## config.mk

```make
export PLATFORM = sky130hd
export DESIGN_NAME = cla_chunk_sequencer
export DESIGN_NICKNAME = d
export VERILOG_FILES = /design/src/rtl/cla_chunk_sequencer.sv
export SDC_FILE = /design/constraint.sdc
export NUM_CORES = 1
export LEC_CHECK = 0
export CAP_MARGIN = 20
export CORE_MARGIN = 5
export CORE_UTILIZATION = 25
export DETAILED_ROUTE_END_ITERATION = 16
export GPL_ROUTABILITY_DRIVEN = 0
export PLACE_DENSITY = 0.46
export SYNTH_ARGS = -nofsm -noshare
export SYNTH_HDL_FRONTEND = slang
export SYNTH_SLANG_ARGS = --single-unit
```

## constraint.sdc

```tcl
create_clock -name clk -period 4.4 [get_ports clk]
set_input_delay 0.44 -clock clk [delete_from_list [all_inputs] [get_ports clk]]
set_output_delay 0.44 -clock clk [all_outputs]
set_load 0.01 [all_outputs]
```

## src/rtl/cla_chunk_sequencer.sv

```systemverilog
// Multi-cycle adder/subtractor: adds two N-bit operands one WIDTH-bit chunk per
// cycle, rippling the carry through a register between chunks.
module cla_chunk_sequencer #(
    parameter int WIDTH  = 8,
    parameter int CHUNKS = 4
) (
    input  logic                      clk,
    input  logic                      rst_n,
    input  logic                      start,
    input  logic                      sub,
    input  logic                      clear,
    input  logic [WIDTH*CHUNKS-1:0]   a,
    input  logic [WIDTH*CHUNKS-1:0]   b,
    output logic                      busy,
    output logic                      done,
    output logic [WIDTH*CHUNKS:0]     sum
);
    localparam int N  = WIDTH * CHUNKS;
    localparam int IW = (CHUNKS < 2) ? 1 : $clog2(CHUNKS + 1);

    typedef enum logic [1:0] {IDLE, RUN, DONE} state_t;

    state_t          state, state_next;
    logic [N-1:0]    op_a, op_b, part;
    logic            cy;
    logic [IW-1:0]   idx;

    logic [N-1:0]    a_sh, b_sh, chunk_mask, part_next;
    logic [WIDTH-1:0] chunk_a, chunk_b;
    logic [WIDTH:0]  chunk_sum;
    logic            idx_ok, idx_last, accept;
    int unsigned     sh;

    // Chunk datapath: select the current chunk, add it, and splice it into the partial result.
    always_comb begin
        sh         = 32'(idx) * WIDTH;
        a_sh       = op_a >> sh;
        b_sh       = op_b >> sh;
        chunk_a    = a_sh[WIDTH-1:0];
        chunk_b    = b_sh[WIDTH-1:0];
        chunk_sum  = {1'b0, chunk_a} + {1'b0, chunk_b} + {{WIDTH{1'b0}}, cy};
        chunk_mask = N'({WIDTH{1'b1}});
        part_next  = (part & ~(chunk_mask << sh)) | (N'(chunk_sum[WIDTH-1:0]) << sh);
        idx_ok     = 32'(idx) < CHUNKS;
        idx_last   = 32'(idx) == CHUNKS - 1;
        accept     = !clear && start && (state == IDLE || state == DONE);
    end

    always_ff @(posedge clk or negedge rst_n) begin
        if (!rst_n) state <= IDLE;
        else        state <= state_next;
    end

    always_comb begin
        state_next = state;
        if (clear) begin
            state_next = IDLE;
        end else begin
            case (state)
                IDLE:    if (start) state_next = RUN;
                RUN: begin
                    if (!idx_ok)       state_next = IDLE;
                    else if (idx_last) state_next = DONE;
                end
                DONE:    state_next = start ? RUN : IDLE;
                default: state_next = IDLE;
            endcase
        end
    end

    always_comb begin
        busy = (state == RUN);
        done = (state == DONE);
    end

    always_ff @(posedge clk or negedge rst_n) begin
        if (!rst_n) begin
            op_a <= '0;
            op_b <= '0;
            part <= '0;
            cy   <= 1'b0;
            idx  <= '0;
            sum  <= '0;
        end else if (clear) begin
            cy  <= 1'b0;
            idx <= '0;
        end else if (accept) begin
            op_a <= a;
            op_b <= sub ? ~b : b;
            cy   <= sub;
            idx  <= '0;
        end else if (state == RUN) begin
            if (idx_ok) begin
                part <= part_next;
                cy   <= chunk_sum[WIDTH];
                idx  <= idx_last ? '0 : idx + IW'(1);
                if (idx_last) sum <= {chunk_sum[WIDTH], part_next};
            end else begin
                cy  <= 1'b0;
                idx <= '0;
            end
        end
    end
endmodule

```

==> impl_metrics.env, run 1 <==
export IMPL_outcome="completed"
export IMPL_antenna_cells=0
export IMPL_worst_slew_pin_slew_ns=0.911
export IMPL_synth_ff_type="dfrtp_1"
export IMPL_initial_core_util_pct=25.2
export IMPL_drive_above_1_share_pct=16.7
export IMPL_critical_path_class="reg2reg"
export IMPL_finClkSkew_ns=0.0102
export IMPL_grt_start_max_net_pins=61
export IMPL_cp_start_kind="flip-flop"
export IMPL_wirelength_um=16800
export IMPL_hpwl_um=12200
export IMPL_holdBufCountCts=0
export IMPL_cp_arrival_ns=3.69
export IMPL_peakVddDrop_mv=0.204
export IMPL_fmax_mhz=295
export IMPL_cap_violations=0
export IMPL_relSlewSlack_pct=39.3
export IMPL_grtUsageTotal_pct=12.2
export IMPL_cts_root_buffer="clkbuf_16"
export IMPL_cts_tree="built"
export IMPL_cts_clk_slew_worst_paths_ns=0.05
export IMPL_synthArstFlopShare_pct=100
export IMPL_die_y_um=169
export IMPL_num_fill_cells=2539
export IMPL_crit_top_cell="fa_1"
export IMPL_required_ns=4.70
export IMPL_powerDensity_nw_per_um2=471
export IMPL_cts_buffers=17
export IMPL_p_leak_uw=0.00333
export IMPL_grt_setup_unrepaired="no"
export IMPL_finalPower_uw=3850
export IMPL_setup_worst_path_end_class="flip-flop"
export IMPL_cts_max_level=4
export IMPL_critPathMaxFanout=10
export IMPL_die_w_um=169
export IMPL_postSynthAreaPerCell_um2=11.5
export IMPL_synth_area_um2=6290
export IMPL_dieArea_um2=28400
export IMPL_hold_viol_final=0
export IMPL_grt_overflow=0
export IMPL_core_area_um2=25000
export IMPL_grt_pass1_vias=4863
export IMPL_post_route_util_pct=32.8
export IMPL_clk_path_buf_depth=2
export IMPL_postCtsSetupRepairBufs=0
export IMPL_fin_nets=724
export IMPL_synth_edf_count=0
export IMPL_multi_input_area_um2=2810
export IMPL_critPathSlowestCell="mux4_2"
export IMPL_synthCells=546
export IMPL_finalSetupViolations=0
export IMPL_ios=104
export IMPL_num_rows=58
export IMPL_register_area_um2=3250
export IMPL_yosysSeqAreaShare_pct=51.7
export IMPL_setup_tns_final_ns=0
export IMPL_cp_top_family="adder cells"
export IMPL_num_vias=4548
export IMPL_slew_viol_final=0
export IMPL_antenna_found_initial=0
export IMPL_viasPerCell=4.62
export IMPL_grt_pass1_wl_um=27200
export IMPL_crit_chain="buf_4 -> mux4_2 -> nor2b_1 -> fa_1 -> fa_1 -> a21o_1 -> a221oi_2 -> xnor2_1 -> a221o_1"
export IMPL_wl_per_cell_um=17.1
export IMPL_min_period_over_period_pct=77.1
export IMPL_period_needed_ns=3.39
export IMPL_synth_nets=628
export IMPL_min_path_type="in2async"
export IMPL_port_buffers=103
export IMPL_cts_resized=0
export IMPL_drt_pass1_iterations=5
export IMPL_drtAntennaViolNets=0
export IMPL_synth_seq_cells=130
export IMPL_critPathMaxStageDelay_ns=0.52
export IMPL_path_buf_inv=1
export IMPL_drc=0
export IMPL_clk_latency_ns=0.42
export IMPL_numClockSinks=130
export IMPL_ys_warn_count=0
export IMPL_drtIter0Drc=212
export IMPL_area_delta_synth_final_pct=30.1
export IMPL_synthDistinctLibCells=52
[cell usage after synthesis (2+ instances only)]
master    count  area (um^2)
dfrtp_1     130         3250
nor2_1       59          221
a21oi_1      37          185
nand2_1      34          128
xnor2_1      33          289
mux2_2       32          360
buf_2        18         90.1
nor2b_1      17          106
mux4_2       16          360
o211ai_1     16          120
o21ai_0      15         75.1
nand3_1      13         65.1
a221oi_1     12          105
a22o_1       12          105
ha_1         11          138
inv_1         9         33.8
buf_1         6         22.5
a21o_1        5         37.5
clkbuf_1      5         18.8
nand2b_1      5         31.3
nor3_1        5         25.0
a22o_2        4         40.0
and3_1        4         25.0
o21ai_1       4         20.0
xor2_1        4         35.0
and2_2        3         22.5
buf_6         3         33.8
nand2_2       3         18.8
nand3b_2      3         33.8
a211oi_1      2         15.0
a221o_1       2         20.0
a22oi_1       2         15.0
and3_2        2         15.0
fa_1          2         40.0
[where the power goes]
group	internal [uW]	switching, uW	leakage (uW)
combinational	418	527	0.00143
clock	888	491	0.000284
sequential	1410	121	0.00162
[worst reg2reg max path: stages, from the launching register on]
cell and delay [ns]:
dfrtp_1 0.34, buf_4 0.23, mux4_2 0.52, nor2b_1 0.16
fa_1 0.48, fa_1 0.45, a21o_1 0.21, a221oi_2 0.30
xnor2_1 0.25, a221o_1 0.34
[registers in the layout (all words and copies together) (netlist names)]
name   flops
idx        3
op_b      32
op_a      32
sum       33
cy         1
state      2
part      27
[stage by stage]
step                      hold slack (ns)  area [um^2]  cells  worst slack, ns
after global routing                0.167         8180    984            0.803
after floorplan                     0.144         6290    546             1.19
final                              0.0887         8180    984             1.01
after CTS                           0.126         8180    984             1.00
after detailed placement            0.474         7610    953             1.01
after global placement              0.462         7610    953             1.10
[cells by family (layout without fill, tap and decap cells)]
kind of cell / Yosys count / in the layout / synth area share (%)
fa+ha+maj: 13 / 13 / 2.83
simple gates: 157 / 157 / 12.6
mux: 49 / 49 / 11.6
xor+xnor: 37 / 37 / 5.15
compound gates: 115 / 115 / 12.4
flops: 130 / 130 / 51.7
buf+inv: 45 / 153 / 3.64
[worst paths after layout]
kind	from	end	slack, ns	cells after the start
worst max register to register	idx[0]$_DFFE_PN0P_	sum[14]$_DFFE_PN0P_	1.01	9
min in group clk	part[3]$_DFFE_PN0P_	part[3]$_DFFE_PN0P_	0.48	2
max in group asynchronous	rst_n	sum[15]$_DFFE_PN0P_	3.25	2
worst min-delay path	rst_n	sum[21]$_DFFE_PN0P_	0.09	1
worst min register to register	part[3]$_DFFE_PN0P_	part[3]$_DFFE_PN0P_	0.48	2
worst max-delay path	idx[0]$_DFFE_PN0P_	sum[14]$_DFFE_PN0P_	1.01	9
[routing by layer]
layer  part of all wire [%]  vias up  global-route usage [%]
met4                    1.6        0                    4.23
met1                     42     2247                    15.6
met3                    6.3       24                    3.46
li1                       -     2125                       -
met5                      0        -                       0
met2                     50      152                    19.9
[layout by cell type (no fill, tap or decap), drive strengths merged, types with 17 or more instances in the layout]
master	count
xnor2	33
nand2	38
nor2	59
o21ai	19
a21oi	37
dfrtp	130
clkbuf	26
clkdlybuf4s50	101
nor2b	17
mux2	32
[area by class of cell]
class,instances,area share [%]
multi-input cells,371,34.4
inverters,10,0.489
clock buffers,26,6.10
flip-flops and latches,130,39.8
well taps,330,5.05
repair buffers,112,13.3
clock inverters,5,0.917
Power figures use the tool's default switching activity.
==> run 2, diff against run 1 <==
==> constraint.sdc (replaced) <==
create_clock -name clk -period 3.45 [get_ports clk]
set_input_delay 0.345 -clock clk [delete_from_list [all_inputs] [get_ports clk]]
set_output_delay 0.345 -clock clk [all_outputs]
set_load 0.01 [all_outputs]
==> impl_metrics.env, run 2 (synthesis results as in run 1) <==
export IMPL_outcome="completed"
export IMPL_drt_pass1_iterations=5
export IMPL_cts_max_level=4
export IMPL_cap_violations=0
export IMPL_cts_clk_slew_worst_paths_ns=0.05
export IMPL_drtAntennaViolNets=0
export IMPL_holdBufCountCts=0
export IMPL_p_comb_share_pct=25.5
export IMPL_cp_start_kind="flip-flop"
export IMPL_final_cell_mix="130 x dfrtp_1, 101 x clkdlybuf4s50_1, 59 x nor2_1"
export IMPL_clk_latency_ns=0.42
export IMPL_dp_cells=956
export IMPL_critPathMaxFanout=7
export IMPL_setup_worst_path_end_class="flip-flop"
export IMPL_antenna_found_initial=0
export IMPL_required_ns=3.75
export IMPL_worst_slack_ns=0.230
export IMPL_finClkSkew_ns=0.00966
export IMPL_clk_path_buf_depth=2
export IMPL_worst_slew_pin_slew_ns=0.935
export IMPL_grt_setup_unrepaired="no"
export IMPL_relSlewSlack_pct=37.7
export IMPL_timing_rr_start="idx[0]$_DFFE_PN0P_"
export IMPL_switching_share_pct=29.1
export IMPL_period_needed_ns=3.22
export IMPL_critical_path_class="reg2reg"
export IMPL_die_y_um=169
export IMPL_critPathSlowestCell="mux4_2"
export IMPL_postCtsSetupRepairBufs=0
export IMPL_grt_pass1_vias=4964
export IMPL_regMostFlops="sum"
export IMPL_numClockSinks=130
export IMPL_post_route_util_pct=33.0
export IMPL_die_w_um=169
export IMPL_antenna_cells=0
export IMPL_fmax_mhz=311
export IMPL_min_path_type="in2async"
export IMPL_initial_core_util_pct=25.2
export IMPL_cts_resized=0
export IMPL_setup_tns_final_ns=0
export IMPL_largest_reg_flops=33
export IMPL_peakVddDrop_mv=0.326
export IMPL_ios=104
export IMPL_drc=0
export IMPL_crit_path_start="idx[0]$_DFFE_PN0P_"
export IMPL_p_leak_uw=0.00337
export IMPL_viasPerCell=4.57
export IMPL_grtUsageTotal_pct=12.4
export IMPL_finalSetupViolations=0
export IMPL_crit_chain="mux4_2 -> nor2b_1 -> fa_1 -> fa_1 -> a21o_1 -> a221oi_2 -> xnor2_1 -> a221o_1"
export IMPL_wirelength_um=16800
export IMPL_dpl_instance_area_um2=7660
export IMPL_crit_top_cell="fa_1"
export IMPL_pwr_share_clk_pct=36.1
export IMPL_hpwl_um=12000
export IMPL_dieArea_um2=28400
export IMPL_area_delta_synth_final_pct=31.1
export IMPL_min_period_over_period_pct=93.3
export IMPL_critPathMaxStageDelay_ns=0.51
export IMPL_dp_slack_ns=0.260
export IMPL_port_buffers=103
export IMPL_cts_tree="built"
export IMPL_fin_nets=727
export IMPL_num_rows=58
export IMPL_drive_above_1_share_pct=17.3
export IMPL_num_vias=4496
export IMPL_drtIter0Drc=223
export IMPL_powerDensity_nw_per_um2=612
export IMPL_wl_per_cell_um=17.0
export IMPL_final_cells=984
export IMPL_cts_buffers=17
export IMPL_reg_largest_list="sum: 33 flops, op_a: 32 flops, op_b: 32 flops"
export IMPL_power_frac_seq_pct=38.5
export IMPL_postLayoutCellArea_um2=8250
export IMPL_grt_pass1_wl_um=27500
export IMPL_p_int_uw=3580
export IMPL_power_switching_uw=1470
export IMPL_cts_root_buffer="clkbuf_16"
export IMPL_core_area_um2=25000
export IMPL_final_common_cell="dfrtp_1"
export IMPL_slew_viol_final=0
export IMPL_hold_viol_final=0
export IMPL_grt_start_max_net_pins=102
export IMPL_grt_overflow=0
export IMPL_cp_arrival_ns=3.52
==> run 2: stage by stage <==
stage	hold WS [ns]	power [uW]
2_1_floorplan	0.0494	2720
3_3_place_gp	0.463	3230
3_5_place_dp	0.470	3270
4_1_cts	0.0958	5120
5_1_grt	0.146	5350
6_report	0.0631	5050
==> run 2: final cells by class <==
| cell class | count | area (um^2) |
|---|---|---|
| clock buffer | 22 | 484 |
| timing repair buffer | 115 | 1140 |
| fill | 2520 | 16700 |
| tap | 330 | 413 |
| clock inverter | 6 | 105 |
| multi-input combinational | 371 | 2810 |
| inverter | 10 | 40.0 |
| sequential | 130 | 3250 |
==> run 2: worst max-delay path: cells and delay by family (launching register included) <==
| kind | cells | cell delay, ns |
|---|---|---|
| mux | 1 | 0.51 |
| simple gates | 1 | 0.16 |
| flops | 1 | 0.42 |
| fa+ha+maj | 2 | 0.89 |
| xor+xnor | 1 | 0.26 |
| compound gates | 3 | 0.87 |
==> run 2: power groups by stage <==
stage                     Combinational, uW  Clock [uW]  Sequential (uW)
after floorplan                         800           0             1920
after global placement                 1270           0             1960
after detailed placement               1300           0             1970
after CTS                              1310        1870             1940
after global routing                   1430        1940             1980
final                                  1280        1820             1940
==> run 2: path summary, 6_finish.rpt <==
check | cells past startpoint | to | slack, ns
max in group asynchronous | 2 | op_a[19]$_DFFE_PN0P_ | 2.53
worst max-delay path | 8 | sum[6]$_DFFE_PN0P_ | 0.23
worst min register to register | 2 | part[7]$_DFFE_PN0P_ | 0.48
worst max register to register | 8 | sum[6]$_DFFE_PN0P_ | 0.23
worst min-delay path | 1 | sum[20]$_DFFE_PN0P_ | 0.06
min in group clk | 2 | part[7]$_DFFE_PN0P_ | 0.48
==> run 2: per-layer routing <==
layer	wire [um]	global-route usage, %	part of all wire, %	vias to the layer above
met5	0	0	0	-
met4	220	4.20	1.3	0
met3	789	3.06	4.7	15
met2	8380	20.5	50	121
met1	7370	15.9	44	2228
li1	-	-	-	2132
